==> src/rtl/simon_frame_ctrl.sv <==
// simon_frame_ctrl
// Sits between the UART core's receive FIFO and the SIMON cipher core.
// A rising edge on frame_ready marks a complete 32-byte frame. Key, block and
// command are captured from it in that cycle. One cipher operation is then run
// with a start/done handshake, and the 64-bit result (or an ASCII error word) is
// handed back to the UART transmit FIFO with a one-cycle encrypt_end strobe.
//
// Ports
//   clk_100MHz       in   1    single clock
//   reset            in   1    synchronous, active-high
//   frame_ready      in   1    RX FIFO full flag; its rising edge marks a frame
//   frame_data       in   256  RX FIFO contents, byte k at [8k+7:8k]
//   cipher_start     out  1    one-cycle start pulse
//   cipher_decrypt   out  1    1 = decrypt, 0 = encrypt
//   cipher_key       out  128  frame bytes 0..15
//   cipher_block_in  out  64   frame bytes 16..23
//   cipher_done      in   1    one-cycle completion pulse
//   cipher_block_out in   64   cipher result, valid with cipher_done
//   write_data       out  64   word for the TX FIFO, held until the next load
//   encrypt_end      out  1    one-cycle TX FIFO load strobe
//   busy             out  1    high whenever the controller is not idle
//   overrun          out  1    sticky: a frame arrived while busy
module simon_frame_ctrl #(
  parameter int DBITS      = 8,
  parameter int FIFO_EXP   = 5,
  parameter int BLOCK_BITS = 64,
  parameter int KEY_BITS   = 128,
  parameter int TIMEOUT    = 4096,
  parameter int TO_BITS    = 13
) (
  input  logic                            clk_100MHz,
  input  logic                            reset,
  input  logic                            frame_ready,
  input  logic [DBITS*(2**FIFO_EXP)-1:0]  frame_data,
  output logic                            cipher_start,
  output logic                            cipher_decrypt,
  output logic [KEY_BITS-1:0]             cipher_key,
  output logic [BLOCK_BITS-1:0]           cipher_block_in,
  input  logic                            cipher_done,
  input  logic [BLOCK_BITS-1:0]           cipher_block_out,
  output logic [BLOCK_BITS-1:0]           write_data,
  output logic                            encrypt_end,
  output logic                            busy,
  output logic                            overrun
);

  localparam int FRAME_BITS = DBITS * (2**FIFO_EXP);
  localparam int CMD_LSB    = KEY_BITS + BLOCK_BITS;

  localparam logic [DBITS-1:0]      CMD_ENC = 8'h45;  // 'E'
  localparam logic [DBITS-1:0]      CMD_DEC = 8'h44;  // 'D'
  // "ERRCMD\r\n" / "ERRTMO\r\n", first character in the low byte
  localparam logic [BLOCK_BITS-1:0] ERR_CMD = 64'h0A0D_444D_4352_5245;
  localparam logic [BLOCK_BITS-1:0] ERR_TMO = 64'h0A0D_4F4D_5452_5245;
  localparam logic [TO_BITS-1:0]    TO_LAST = TO_BITS'(TIMEOUT - 1);

  typedef enum logic [2:0] {
    ST_IDLE   = 3'd0,
    ST_DECODE = 3'd1,
    ST_START  = 3'd2,
    ST_WAIT   = 3'd3,
    ST_RESULT = 3'd4,
    ST_ERROR  = 3'd5
  } state_t;

  state_t                  state_r;
  state_t                  next_state_s;
  logic                    frame_ready_r;
  logic                    frame_det_s;
  logic                    cmd_valid_s;
  logic [DBITS-1:0]        cmd_r;
  logic [KEY_BITS-1:0]     key_r;
  logic [BLOCK_BITS-1:0]   block_r;
  logic                    decrypt_r;
  logic                    start_r;
  logic [TO_BITS-1:0]      to_cnt_r;
  logic [BLOCK_BITS-1:0]   write_data_r;
  logic [BLOCK_BITS-1:0]   wd_next_s;
  logic                    encrypt_end_r;
  logic                    busy_r;
  logic                    overrun_r;
  logic                    unused_tail_s;

  // Frame bytes 25..31 carry nothing for this block.
  assign unused_tail_s = ^frame_data[FRAME_BITS-1:CMD_LSB+DBITS];

  assign frame_det_s = frame_ready & ~frame_ready_r;
  assign cmd_valid_s = (cmd_r == CMD_ENC) || (cmd_r == CMD_DEC);

  // Next-state decode and selection of the next TX word.
  always_comb begin
    next_state_s = state_r;
    wd_next_s    = write_data_r;
    case (state_r)
      ST_IDLE: begin
        if (frame_det_s) begin
          next_state_s = ST_DECODE;
        end else begin
          next_state_s = ST_IDLE;
        end
      end
      ST_DECODE: begin
        if (cmd_valid_s) begin
          next_state_s = ST_START;
        end else begin
          next_state_s = ST_ERROR;
          wd_next_s    = ERR_CMD;
        end
      end
      ST_START: begin
        next_state_s = ST_WAIT;
      end
      ST_WAIT: begin
        // A done pulse in the last allowed cycle still wins over the timeout.
        if (cipher_done) begin
          next_state_s = ST_RESULT;
          wd_next_s    = cipher_block_out;
        end else if (to_cnt_r == TO_LAST) begin
          next_state_s = ST_ERROR;
          wd_next_s    = ERR_TMO;
        end else begin
          next_state_s = ST_WAIT;
        end
      end
      ST_RESULT, ST_ERROR: begin
        next_state_s = ST_IDLE;
      end
      default: begin
        next_state_s = ST_IDLE;
      end
    endcase
  end

  // FSM state register.
  always_ff @(posedge clk_100MHz) begin
    if (reset) begin
      state_r <= ST_IDLE;
    end else begin
      state_r <= next_state_s;
    end
  end

  // Frame capture, timeout counter and registered outputs.
  always_ff @(posedge clk_100MHz) begin
    if (reset) begin
      frame_ready_r <= 1'b0;
      cmd_r         <= '0;
      key_r         <= '0;
      block_r       <= '0;
      decrypt_r     <= 1'b0;
      start_r       <= 1'b0;
      to_cnt_r      <= '0;
      write_data_r  <= '0;
      encrypt_end_r <= 1'b0;
      busy_r        <= 1'b0;
      overrun_r     <= 1'b0;
    end else begin
      frame_ready_r <= frame_ready;
      if ((state_r == ST_IDLE) && frame_det_s) begin
        key_r   <= frame_data[KEY_BITS-1:0];
        block_r <= frame_data[KEY_BITS +: BLOCK_BITS];
        cmd_r   <= frame_data[CMD_LSB +: DBITS];
      end
      if ((state_r == ST_DECODE) && cmd_valid_s) begin
        decrypt_r <= (cmd_r == CMD_DEC);
      end
      if (state_r == ST_START) begin
        to_cnt_r <= '0;
      end else if (state_r == ST_WAIT) begin
        to_cnt_r <= to_cnt_r + TO_BITS'(1);
      end
      // Outputs are registered from the next state so they line up with it.
      start_r       <= (next_state_s == ST_START);
      write_data_r  <= wd_next_s;
      encrypt_end_r <= (next_state_s == ST_RESULT) || (next_state_s == ST_ERROR);
      busy_r        <= (next_state_s != ST_IDLE);
      if (frame_det_s && (state_r != ST_IDLE)) begin
        overrun_r <= 1'b1;
      end
    end
  end

  assign cipher_start    = start_r;
  assign cipher_decrypt  = decrypt_r;
  assign cipher_key      = key_r;
  assign cipher_block_in = block_r;
  assign write_data      = write_data_r;
  assign encrypt_end     = encrypt_end_r;
  assign busy            = busy_r;
  assign overrun         = overrun_r;

endmodule

==> config.mk <==
export PLATFORM = sky130hd
export DESIGN_NAME = simon_frame_ctrl
export DESIGN_NICKNAME = d
export VERILOG_FILES = /design/src/rtl/simon_frame_ctrl.sv
export SDC_FILE = /design/constraint.sdc
export NUM_CORES = 1
export LEC_CHECK = 0
export BUFFER_PORTS_ARGS = -buffer_cell sky130_fd_sc_hd__buf_2
export CAP_MARGIN = 20
export CELL_PAD_IN_SITES_DETAIL_PLACEMENT = 1
export CELL_PAD_IN_SITES_GLOBAL_PLACEMENT = 1
export CORE_AREA = 2 2 227 229
export CTS_CLUSTER_DIAMETER = 100
export DETAILED_ROUTE_END_ITERATION = 6
export DIE_AREA = 0 0 229 231
export PLACE_DENSITY = 0.6
export SYNTH_ARGS = -nofsm -noshare
export SYNTH_HDL_FRONTEND = slang
export SYNTH_SLANG_ARGS = --single-unit
export TNS_END_PERCENT = 30
==> constraint.sdc <==
create_clock -name clk_100MHz -period 5.5 [get_ports clk_100MHz]
set_input_delay 0.55 -clock clk_100MHz [delete_from_list [all_inputs] [get_ports clk_100MHz]]
set_output_delay 0.55 -clock clk_100MHz [all_outputs]
set_load 0.02 [all_outputs]
==> results.sh, run 1 <==
export IMPL_cts_tree="built"
export IMPL_fmax_mhz=377
export IMPL_postCtsSetupRepairBufs=0
export IMPL_routed_via_density=4.21
export IMPL_arrival_ps=3120
export IMPL_critPathKind="register to register"
export IMPL_route_detailed_drc=0
export IMPL_max_cap_viol_count=0
export IMPL_ys_ff_latch=286
export IMPL_numCtsBuffers=36
export IMPL_synth_area_mm2=0.00994
export IMPL_r2r_slack_ps=2850
export IMPL_end_kind="register"
export IMPL_final_nets=1962
export IMPL_first_iter_violations=272
export IMPL_worstReg2RegStart="state_r[1]"
export IMPL_synth_flop_cell="dfxtp_1"
export IMPL_min_period_ps=2650
export IMPL_initial_utilization=0.196
export IMPL_fin_setup_tns_ps=0
export IMPL_netlist_top_cells_area="dfxtp_1 (58%), nand2_1 (16%), a21oi_1 (10%)"
export IMPL_min_path_cells=2
export IMPL_syn_area_per_cell_um2=8.67
export IMPL_cts_sinks=286
export IMPL_worstSetupEndpoint="write_data[5]"
export IMPL_status="complete, no violations"
export IMPL_ys_seq_area_frac=0.576
export IMPL_dieArea_mm2=0.0529
export IMPL_rows=83
export IMPL_hold_path_class="input port to register"
export IMPL_setup_viol=0
export IMPL_grt_util_all_layers=0.136
export IMPL_p_leak_nw=6.59
export IMPL_grt_setup_unrepaired="false"
export IMPL_utilization=0.284
export IMPL_grt_overflow=0
export IMPL_worst_pin_slew_ps=1030
export IMPL_htree_levels=2
export IMPL_fin_skew_ps=19.1
export IMPL_grt_pass1_wl_um=57100
export IMPL_fp_dieH_um=231
export IMPL_synth_edf_count=0
export IMPL_area_delta_synth_final_pct=45.1
export IMPL_hold_buffers=0
export IMPL_drt_total_wl_um=37500
export IMPL_port_buffers=528
export IMPL_synth_fp_nets=1471
export IMPL_cts_path_max_buffers=3
export IMPL_first_pass_iters=4
export IMPL_io_pins=585
export IMPL_core_mm2=0.0507
export IMPL_slew_viol_final=0
export IMPL_n_fill_cell=6184
export IMPL_timing_final_crit_share=0.482
export IMPL_power_density_mw_per_mm2=376
export IMPL_yosys_warnings=0
export IMPL_drive_above_1_share=0.386
export IMPL_cp_required_ps=5970
export IMPL_synth_cell_type_count=47
export IMPL_cts_resized=0
export IMPL_crit_fanout=36
export IMPL_grt_max_degree=125
export IMPL_finalHoldViolCount=0
export IMPL_die_w_um=229
export IMPL_r2r_end="write_data[5]"
export IMPL_cp_start_kind="register"
export IMPL_synthCells=1146
export IMPL_reg2reg_depth=5
export IMPL_maxSlewHeadroom=0.311
export IMPL_cp_startpoint="state_r[1]"
export IMPL_dp_hpwl_um=26900
export IMPL_synth_top_area_cell="dfxtp_1"
export IMPL_wire_per_inst_um=16.0
export IMPL_antenna_found_initial=7
export IMPL_async_flop_share=0
export IMPL_clk_pin_slew_ps=60
export IMPL_antenna_left=0
export IMPL_synth_top_area_frac=0.576
export IMPL_cts_root_buf="clkbuf_16"
export IMPL_gp_congestion=0.801
export IMPL_via_count=9889
export IMPL_grt_pass1_vias=10092
export IMPL_max_vdd_ir_drop_mv=0.186
export IMPL_clk_insertion_delay_late_ps=530
==> worst min path at each step <==
stage	start	endpoint	slack (ps)
after floorplan	cmd_r[6]	cmd_r[6]	430
after global placement	cipher_key[49]	cipher_key[49]	440
after detailed placement	cipher_key[109]	cipher_key[109]	440
after CTS	cipher_block_out[15]	write_data[15]	200
after global routing	frame_data[0]	cipher_key[0]	220
final	frame_ready	frame_ready_r	250
==> cell usage after synthesis, drive strengths merged (5+ instances only) <==
cell    number
o221a       22
a22o        36
nor3        11
clkbuf      67
nand2      417
a211oi       6
xnor2        5
nand3        7
dfxtp      286
nor2        12
buf         18
a21oi      207
==> kinds of logic (layout without fill, tap and decap cells) <==
family          after synthesis  in the layout  share of synthesized area
compound gates              284            284                      0.180
buf+inv                      91            610                     0.0417
xor+xnor                      9              9                    0.00793
fa+ha+maj                     1              1                    0.00126
other cells                   0              4                          0
flops                       286            286                      0.576
simple gates                475            475                      0.193
==> where the power goes <==
group          internal, mW  total, mW  switching, mW
Combinational         0.249      0.715          0.466
Clock                  1.49       2.44          0.950
Sequential             2.20       2.26         0.0624
==> cell usage in the layout (no fill, tap or decap), types with 3 or more instances in the layout <==
| cell type | n |
|---|---|
| inv_6 | 4 |
| a211oi_1 | 5 |
| xnor2_1 | 5 |
| nand3_1 | 7 |
| o21ai_0 | 4 |
| nand4_1 | 3 |
| nand2_1 | 416 |
| a21oi_1 | 207 |
| clkbuf_8 | 12 |
| xor2_1 | 4 |
| a22o_1 | 30 |
| diode_2 | 4 |
| inv_1 | 4 |
| a22o_2 | 6 |
| dfxtp_1 | 286 |
| buf_2 | 527 |
| clkinv_2 | 8 |
| nor3_1 | 11 |
| clkbuf_16 | 37 |
| o221a_2 | 22 |
| nor2_1 | 11 |
| buf_4 | 9 |
==> sequential cells by signal (all words and copies together) (netlist names) <==
name             flops
cipher_key         128
cipher_block_in     64
write_data          64
to_cnt_r            13
cmd_r                8
state_r              3
busy                 1
cipher_decrypt       1
cipher_start         1
encrypt_end          1
frame_ready_r        1
overrun              1
==> layer usage <==
layer	GRT usage	up-vias	share of wire
li1	-	4809	-
met2	0.241	342	0.50
met1	0.150	4667	0.40
met4	0.0513	4	0.028
met5	0	-	0.00072
met3	0.0446	67	0.076
==> worst max-delay path: stages, from the launching register on <==
cell and delay (ps):
dfxtp_1 530, and3b_1 570, nand2_1 610, nor2_2 220, buf_4 400, a22o_2 220
==> per-stage QoR <==
step | power [mW] | hold WS (ps) | cells | instance area, um2 | setup WS, ps
2_1_floorplan | 2.71 | 431 | 1146 | 9940 | 3660
3_5_place_dp | 3.03 | 443 | 2278 | 13100 | 2800
4_1_cts | 5.53 | 198 | 2344 | 14400 | 2870
5_1_grt | 5.69 | 218 | 2349 | 14400 | 2600
6_report | 5.42 | 245 | 2349 | 14400 | 2850
3_3_place_gp | 3.01 | 439 | 2278 | 13100 | 2840
==> cell type report <==
class	count	area (um2)	share of cell area
Multi-Input combinational cell	769	3810	0.264
Tap cell	680	851	0.0590
Timing Repair Buffer	539	2760	0.192
Antenna cell	4	10.0	0.000694
Clock buffer	51	1100	0.0762
Inverter	5	18.8	0.00130
Clock inverter	15	144	0.00998
Sequential cell	286	5730	0.397
No activity file was read; power rests on OpenSTA's default activity.
==> run 2: changes to the inputs <==
clock period = 2.7 ns   (was 5.5 ns; I/O delays follow)
==> results.sh, run 2 (synthesis results as in run 1) <==
export IMPL_fin_skew_ps=11.5
export IMPL_antenna_found_initial=4
export IMPL_fmax_mhz=483
export IMPL_initial_utilization=0.196
export IMPL_slew_viol_final=0
export IMPL_numCtsBuffers=35
export IMPL_rows=83
export IMPL_multi_input_area_mm2=0.00381
export IMPL_cp_required_ps=3170
export IMPL_cts_resized=0
export IMPL_maxSlewHeadroom=0.377
export IMPL_min_period_ps=2070
export IMPL_grt_pass1_vias=12042
export IMPL_via_count=11072
export IMPL_port_buffers=528
export IMPL_first_pass_iters=5
export IMPL_power_density_mw_per_mm2=658
export IMPL_fin_setup_tns_ps=0
export IMPL_clk_insertion_delay_late_ps=530
export IMPL_status="complete, no violations"
export IMPL_die_w_um=229
export IMPL_cts_sinks=286
export IMPL_routed_via_density=4.26
export IMPL_antenna_left=0
export IMPL_postCtsSetupRepairBufs=0
export IMPL_grt_util_all_layers=0.157
export IMPL_max_vdd_ir_drop_mv=0.415
export IMPL_regArea_mm2=0.00573
export IMPL_htree_levels=2
export IMPL_drt_total_wl_um=42500
export IMPL_route_detailed_drc=0
export IMPL_placed_cell_area_mm2=0.0133
export IMPL_hold_buffers=251
export IMPL_arrival_ps=2540
export IMPL_largest_reg_flops=128
export IMPL_first_iter_violations=418
export IMPL_gp_congestion=0.782
export IMPL_dieArea_mm2=0.0529
export IMPL_p_total_mw=11.2
export IMPL_design_area_mm2=0.0170
export IMPL_wire_per_inst_um=16.3
export IMPL_final_nets=2220
export IMPL_clk_pin_slew_ps=60
export IMPL_n_fill_cell=6036
export IMPL_area_delta_synth_final_pct=70.7
export IMPL_grt_setup_unrepaired="false"
export IMPL_max_cap_viol_count=0
export IMPL_setup_viol=0
export IMPL_drive_above_1_share=0.336
export IMPL_final_cell_mix="buf_2 (527), nand2_1 (416), dfxtp_1 (286)"
export IMPL_core_mm2=0.0507
export IMPL_critPathKind="register to register"
export IMPL_mostFrequentLayoutCell="buf_2"
export IMPL_cts_tree="built"
export IMPL_fp_dieH_um=231
export IMPL_finalHoldViolCount=0
export IMPL_grt_overflow=0
export IMPL_end_kind="register"
export IMPL_io_pins=585
export IMPL_crit_fanout=23
export IMPL_dp_hpwl_um=27200
export IMPL_worst_pin_slew_ps=935
export IMPL_grt_pass1_wl_um=66800
export IMPL_p_leak_nw=7.65
export IMPL_timing_final_crit_share=0.767
export IMPL_grt_max_degree=123
export IMPL_hold_path_class="input port to register"
export IMPL_cts_root_buf="clkbuf_16"
export IMPL_cp_start_kind="register"
export IMPL_cts_path_max_buffers=3
## run 2: per-layer routing
metal	vias to the layer above	GRT usage	wire length, um
met5	-	0	13
met4	2	0.0684	1690
met3	98	0.0459	2880
met2	406	0.281	21400
met1	5236	0.171	16600
li1	5330	-	-
## run 2: final timing paths
path,cells after the start,startpoint,end,slack [ps]
worst min-delay path,3,frame_data[184],cipher_block_in[56],40
worst max-delay path,6,to_cnt_r[0],write_data[2],630
worst max register to register,6,to_cnt_r[0],write_data[2],630
worst min register to register,2,cipher_key[88],cipher_key[88],450
## run 2: critical path, cell delays in order (launching register included)
cell and delay (ps):
dfxtp_1 360, ha_1 180, nand3_1 250, o41ai_4 480, buf_4 220, a21o_4 280
o221a_2 240
## run 2: layout make-up
class                           instances  share of cell area
Sequential cell                       286               0.338
Antenna cell                            3            0.000443
Clock buffer                           51              0.0636
Multi-Input combinational cell        769               0.224
Clock inverter                         10             0.00472
Tap cell                              680              0.0502
Timing Repair Buffer                  798               0.318
Inverter                                5             0.00111
## run 2: power by group
group / switching (mW) / total [mW] / internal, mW
Sequential: 0.133 / 4.61 / 4.47
Combinational: 1.05 / 1.82 / 0.774
Clock: 1.86 / 4.72 / 2.86
## run 2: metrics by stage
stage	hold slack, ps	util	setup WS [ps]	std cells
after floorplan	398	-	862	1146
after global placement	440	0.262	661	2287
after detailed placement	443	0.262	651	2287
after CTS	4.73	0.334	612	2599
after global routing	4.76	0.335	470	2602
final	39.7	0.335	628	2602
